===== src/rtl/uart_rx.sv =====
// rtl/uart_rx.sv - 8N1 UART receiver: synchronised input, mid-bit sampling, valid/framing-error pulses
module uart_rx #(
  parameter int UART_BPS = 115200,
  parameter int CLK_FREQ = 50_000_000
) (
  input  logic       sys_clk,
  input  logic       sys_rst,
  input  logic       rx,
  output logic [7:0] po_data,
  output logic       po_flag,
  output logic       frame_err,
  output logic       busy
);

  localparam int          BAUD_CNT_MAX = CLK_FREQ / UART_BPS;
  localparam int          HALF_BIT     = BAUD_CNT_MAX / 2;
  localparam logic [15:0] BAUD_LAST    = 16'(BAUD_CNT_MAX - 1);
  localparam logic [15:0] HALF_LAST    = 16'(HALF_BIT - 1);

  typedef enum logic [1:0] {
    IDLE,
    START,
    DATA,
    STOP
  } state_t;

  state_t      state;
  state_t      state_next;
  logic        rx_s1;
  logic        rx_s2;
  logic        rx_s3;
  logic        rx_fall;
  logic [15:0] baud_cnt;
  logic        baud_end;
  logic        half_end;
  logic [2:0]  bit_idx;
  logic [7:0]  shift_reg;

  // Two-flop synchroniser plus previous-sample register; all idle-high so reset never fakes an edge on an idle line
  always_ff @(posedge sys_clk) begin
    if (sys_rst) begin
      rx_s1 <= 1'b1;
      rx_s2 <= 1'b1;
      rx_s3 <= 1'b1;
    end else begin
      rx_s1 <= rx;
      rx_s2 <= rx_s1;
      rx_s3 <= rx_s2;
    end
  end

  assign rx_fall  = rx_s3 & ~rx_s2;
  assign baud_end = (baud_cnt == BAUD_LAST);
  assign half_end = (baud_cnt == HALF_LAST);
  assign busy     = (state != IDLE);

  // State register
  always_ff @(posedge sys_clk) begin
    if (sys_rst) begin
      state <= IDLE;
    end else begin
      state <= state_next;
    end
  end

  // Next-state: start bit confirmed at half a bit, then data and stop sampled one full bit apart (mid-bit)
  always_comb begin
    state_next = state;
    case (state)
      IDLE:    if (rx_fall) state_next = START;
      START:   if (half_end) state_next = rx_s2 ? IDLE : DATA;
      DATA:    if (baud_end && (bit_idx == 3'd7)) state_next = STOP;
      STOP:    if (baud_end) state_next = IDLE;
      default: state_next = IDLE;
    endcase
  end

  // Baud counter restarts on every state change so each phase times from its own entry point
  always_ff @(posedge sys_clk) begin
    if (sys_rst) begin
      baud_cnt <= 16'd0;
    end else if ((state == IDLE) || (state_next != state) || baud_end) begin
      baud_cnt <= 16'd0;
    end else begin
      baud_cnt <= baud_cnt + 16'd1;
    end
  end

  // Data bits shifted in LSB first at the centre of each bit
  always_ff @(posedge sys_clk) begin
    if (sys_rst) begin
      bit_idx   <= 3'd0;
      shift_reg <= 8'h00;
    end else if (state != DATA) begin
      bit_idx <= 3'd0;
    end else if (baud_end) begin
      shift_reg[bit_idx] <= rx_s2;
      bit_idx            <= bit_idx + 3'd1;
    end
  end

  // Output register: a good stop bit publishes the byte, a low stop bit flags a framing error and keeps the old byte
  always_ff @(posedge sys_clk) begin
    if (sys_rst) begin
      po_data   <= 8'h00;
      po_flag   <= 1'b0;
      frame_err <= 1'b0;
    end else begin
      po_flag   <= 1'b0;
      frame_err <= 1'b0;
      if ((state == STOP) && baud_end) begin
        if (rx_s2) begin
          po_data <= shift_reg;
          po_flag <= 1'b1;
        end else begin
          frame_err <= 1'b1;
        end
      end
    end
  end

endmodule


===== config.mk =====
export PLATFORM = sky130hd
export DESIGN_NAME = uart_rx
export DESIGN_NICKNAME = d
export VERILOG_FILES = /design/src/rtl/uart_rx.sv
export SDC_FILE = /design/constraint.sdc
export NUM_CORES = 1
export LEC_CHECK = 0
export ABC_CLOCK_PERIOD_IN_PS = 2000
export BUFFER_PORTS_ARGS = -buffer_cell sky130_fd_sc_hd__buf_2
export CAP_MARGIN = 10
export CORE_UTILIZATION = 59
export DETAILED_ROUTE_END_ITERATION = 16
export HOLD_SLACK_MARGIN = 0.15
export PLACE_DENSITY = 0.84
export SLEW_MARGIN = 40
export SYNTH_ARGS = -nofsm -noshare
export SYNTH_HDL_FRONTEND = slang
export SYNTH_SLANG_ARGS = --single-unit

===== constraint.sdc =====
create_clock -name sys_clk -period 2 [get_ports sys_clk]
set_input_delay 0.6 -clock sys_clk [delete_from_list [all_inputs] [get_ports sys_clk]]
set_output_delay 0.6 -clock sys_clk [all_outputs]
set_load 0.01 [all_outputs]

### After elaboration in Yosys (flattened, before gate mapping)

Index checks and enable logic that the tools add are counted.

| storage, ports and cells | value |
|---|---|
| bits in registers | 42 |
| output and inout bits | 11 |
| bits of input ports | 3 |
| logic and storage cells | 49 |

| cells by class | value |
|---|---|
| mux-type cells | 11 |
| equal/unequal tests | 8 |
| bitwise gates (word level) | 4 |
| order comparisons | 2 |
| reduce and logical (&&, ||, !) cells | 12 |
| add/subtract/negate cells | 2 |

Operators by type and width:

| operator | number |
|---|---|
| $add 16x1->16 const B | 1 |
| $eq 16x8->1 const B | 1 |
| $eq 16x9->1 const B | 1 |
| $mux 2 | 5 |
| $bwmux 8 | 1 |
| $pmux 2 s4 | 1 |
| $reduce_or 2->1 | 3 |
| $eq 2x2->1 const B | 2 |
| $lt 3x4->1 const B | 1 |
| $reduce_and 2->1 | 2 |
| $add 3x1->3 const B | 1 |
| $demux 1 s3 | 1 |
| $eq 3x3->1 const B | 1 |
| $ge 3x1->1 const B | 1 |
| $logic_and 1x1->1 | 3 |
| $mux 1 | 3 |
| $not 1->1 | 3 |
| $eq 2x1->1 const B | 1 |
| $logic_not 2->1 | 1 |
| $logic_or 1x1->1 | 2 |
| $ne 2x2->1 | 1 |
| $ne 2x2->1 const B | 1 |
| $reduce_bool 2->1 | 1 |
| $and 1x1->1 | 1 |

### Depth between registers and ports, before layout

| logic depth | value |
|---|---|
| depth in word-level cells | 8 |
| mapped depth | 8 |
| depth with buffers taken out | 6 |

### Worst setup path after synthesis

Ideal clock, no wire load.

| timing path | value |
|---|---|
| path type | register -> register |
| start | reg baud_cnt[0] |
| end | reg po_data[0] |
| path slack | 0.408 ns |
| cell stages (with the launch flop) | 7 |
| setup time | 0.116 ns |
| data required time | 1.884 ns |
| arrival time | 1.476 ns |
| period minus slack after synthesis | 1.592 ns |
| path buffers | 1 |
| cells stage by stage | dfxtp_1 > ha_1 > and4bb_2 > nand4_1 > or2_0 > buf_6 > a31o_2 |

| on the way | value |
|---|---|
| longest elaborated chain between the ends | 3 |

Ends and longest elaborated chain:

| element | line | source |
|---|---|---|
| start: declaration | 33 | `logic [15:0] baud_cnt;` |
| start signal: assignment | 85 | `baud_cnt <= baud_cnt + 16'd1;` |
| $eq 16x9->1 | 53 | `assign baud_end = (baud_cnt == BAUD_LAST);` |
| $logic_and 1x1->1 | 111 | `if ((state == STOP) && baud_end) begin` |
| $reduce_and 2->1 (no line) | - |  |
| end signal: assignment | 113 | `po_data <= shift_reg;` |
| end: declaration | 9 | `output logic [7:0] po_data,` |

Every way passes these cells.
A chain may end at the register's enable or synchronous reset.

### Final worst setup path

| timing path | value |
|---|---|
| start | reg state[1] |
| end | out busy |

| on the way | value |
|---|---|
| longest elaborated chain between the ends | 1 |

Ends and longest elaborated chain:

| element | line | source |
|---|---|---|
| start: declaration | 27 | `state_t state;` |
| start signal: assignment | 62 | `state <= state_next;` |
| $reduce_bool 2->1 | 55 | `assign busy = (state != IDLE);` |
| end: declaration | 12 | `output logic busy` |

Every way passes these cells.

==> run metrics <==
Post-synth EDFFs=0; Max-Cap Viols=0; FILL cells=257; CTS max path bufs=2; number of library cell types mapped by synthesis=36; PwrDens=about 630 nW/um^2; drt wl/cell=about 15 um; top-area cell type share of the netlist area=43.4%; Post-Route Setup TNS=0 ns; initial antenna violation count=0; Psw=~0.00029 W; Residual DRC=0; max frequency=around 530 MHz; CP max-delay cell=dfxtp_1; overall die height=59.3 um; Resized Gates After CTS=0; vias in the first global route=1543; Worst Hold Class=input port to flip-flop; Critical Path Fanout Max=9; Worst-Margin Slew=0.469 ns; Synth area leader=dfxtp_1; root buf cell=clkbuf_4; clock-pin transition on the worst setup and hold timing paths=around 0.12 ns; Via Count=roughly 1500; CTS tree=built; Avg Inst Size Synth=~10 um^2; # Post-CTS Setup Buffers=0; critical path class=flip-flop to output pin; YS warnings=0; CTS Buf Count=5; CORE AREA=3080 um^2; Cell Int Power=between 0.001 and 0.0015 W; Startpoint Class=flip-flop; total grt overflow=0; Die ar.=approximately 3500 um^2; nets=around 220; Pre-antenna DRT Iters=4; RSZ-0062 raised after global routing=no; syn_nets=a little over 200; GPL Wtd Cong=between 0.8 and 0.9; H-tree level count=2; Seq/Total Area, Yosys=around 43%; # port buffers=13; Core Rows=20; Die W=59.3 um; Via density=approximately 5.7; Clock Skew=0.00749 ns; layout cells sized above 1=between 20% and 30%; worst path required time=1.40 ns; Buf/Inv on CP=1; Largest register FFs=16; most frequent cells in the layout=42 x dfxtp_1, 25 x nor2_1, 15 x nand2_1, 15 x nor3_1, 14 x xnor2_1; slew margin rel.=68.7%; critical-path cell list=or2_2 -> buf_2; CP top delay family=flip-flops; top_reg_cell synth=dfxtp_1; Comb pwr share=around 2.4%; Initial Util=between 60% and 70%; post-synthesis cell area=a little under 2000 um^2; IO Count=14; Synth area leaders=dfxtp_1 43%, xnor2_1 6.3%, mux2i_1 5.2%; later-pin clock latency in the skew report=around 0.35 ns; clock share of power=33.1%; period utilization=a little over nine tenths; GRT Util Overall=about 25%; global-route wire length before repair=between 6000 and 7000 um; CP max stage delay=~0.43 ns; Multi-input gate area=around 1000 um^2; Worst Setup End Kind=output pin; fin util=between 60% and 70%; Max IR drop VDD=roughly 460 uV; final slew viol count=0; DRT iter0 DRCs=46; Seq pwr share=around 64%; Post-CTS Hold Buffers=0; status=finished clean; pin count of the biggest net entering global routing=17; antenna cells=0; Async SR Flop Fraction=0%; Net Sw Frac=between 20% and 30%; clock sink count=42; FF+latch area=841 um^2; cell count after synthesis=approximately 200; crit path DAT=around 1.3 ns; final hold violations=0; area delta synth->final=7.94%; Setup Viol. Count Final=0; ANT nets after route=0; Leakage=between 0.7 and 0.8 nW; DRT Wirelength=between 3000 and 4000 um; commonest non-fill, non-tap cell in the layout=dfxtp_1; post-layout min period=1.90 ns; post-synthesis register bit count=42; DPL Wire Length=2890 um
-- cell usage after synthesis (all sizes together), types with 2 or more instances --
cell type / count
nor3: 15
buf: 9
ha: 5
o21ai: 2
nor2: 25
nand2: 15
nand4: 9
nand3: 7
xnor2: 14
dfxtp: 42
or2: 4
mux2i: 10
and4b: 2
a31o: 7
inv: 10
nor4b: 2
nor4: 8
-- layout make-up --
type	instances	area share, %
inverter	10	1.79
tap	44	2.63
clock buffer	7	2.63
sequential	42	40.2
multi-input combinational	138	47.6
timing repair buffer	18	4.90
clock inverter	1	0.239
-- cells by family after synthesis --
| family | Yosys count | synth area share [%] |
|---|---|---|
| simple gates | 93 | 28.8 |
| flops | 42 | 43.4 |
| buf+inv | 19 | 5.23 |
| compound gates | 15 | 7.42 |
| xor+xnor | 15 | 6.77 |
| mux | 10 | 5.16 |
| fa+ha+maj | 5 | 3.23 |
-- through the flow --
| stage | hold WS [ns] | instance area, um^2 | total power, W | std cells | setup slack (ns) |
|---|---|---|---|---|---|
| floorplan | 0.389 | 1940 | 0.000885 | 199 | 0.408 |
| global placement | 0.399 | 2030 | 0.000894 | 252 | 0.295 |
| detailed placement | 0.436 | 2030 | 0.000896 | 252 | 0.188 |
| CTS | 0.418 | 2090 | 0.00132 | 260 | 0.0935 |
| global route | 0.427 | 2090 | 0.00136 | 260 | 0.0443 |
| finish | 0.426 | 2090 | 0.00131 | 260 | 0.0984 |
-- metal layers --
| layer | part of all wire, % | vias up | GRT usage, % |
|---|---|---|---|
| li1 | - | 732 | - |
| met1 | 41 | 719 | 26.1 |
| met2 | 54 | 28 | 44.6 |
| met3 | 3.4 | 10 | 7.42 |
| met4 | 1.6 | 0 | 13.3 |
| met5 | 0 | - | 0 |
-- worst register-to-register path, stage by stage (launching register included) --
cell	delay [ns]
dfxtp_1	0.44
ha_1	0.17
and4bb_2	0.24
nand4_1	0.15
or2_0	0.42
a31o_2	0.32
-- worst paths after layout --
kind                 to  cells past startpoint  slack, ns   startpoint
max                busy                      2        0.1     state[1]
max reg2reg  po_data[6]                      5       0.17  baud_cnt[0]
min reg2reg       rx_s2                      1       0.47        rx_s1
min               rx_s1                      2       0.43           rx
-- power groups by stage --
| stage | combinational [W] | sequential (W) | clock, W |
|---|---|---|---|
| floorplan | 0.0000224 | 0.000862 | 0 |
| global placement | 0.0000304 | 0.000863 | 0 |
| detailed placement | 0.0000322 | 0.000864 | 0 |
| CTS | 0.0000322 | 0.000845 | 0.000446 |
| global route | 0.0000356 | 0.000846 | 0.000479 |
| finish | 0.0000321 | 0.000845 | 0.000434 |
Power figures use the tool's default switching activity.
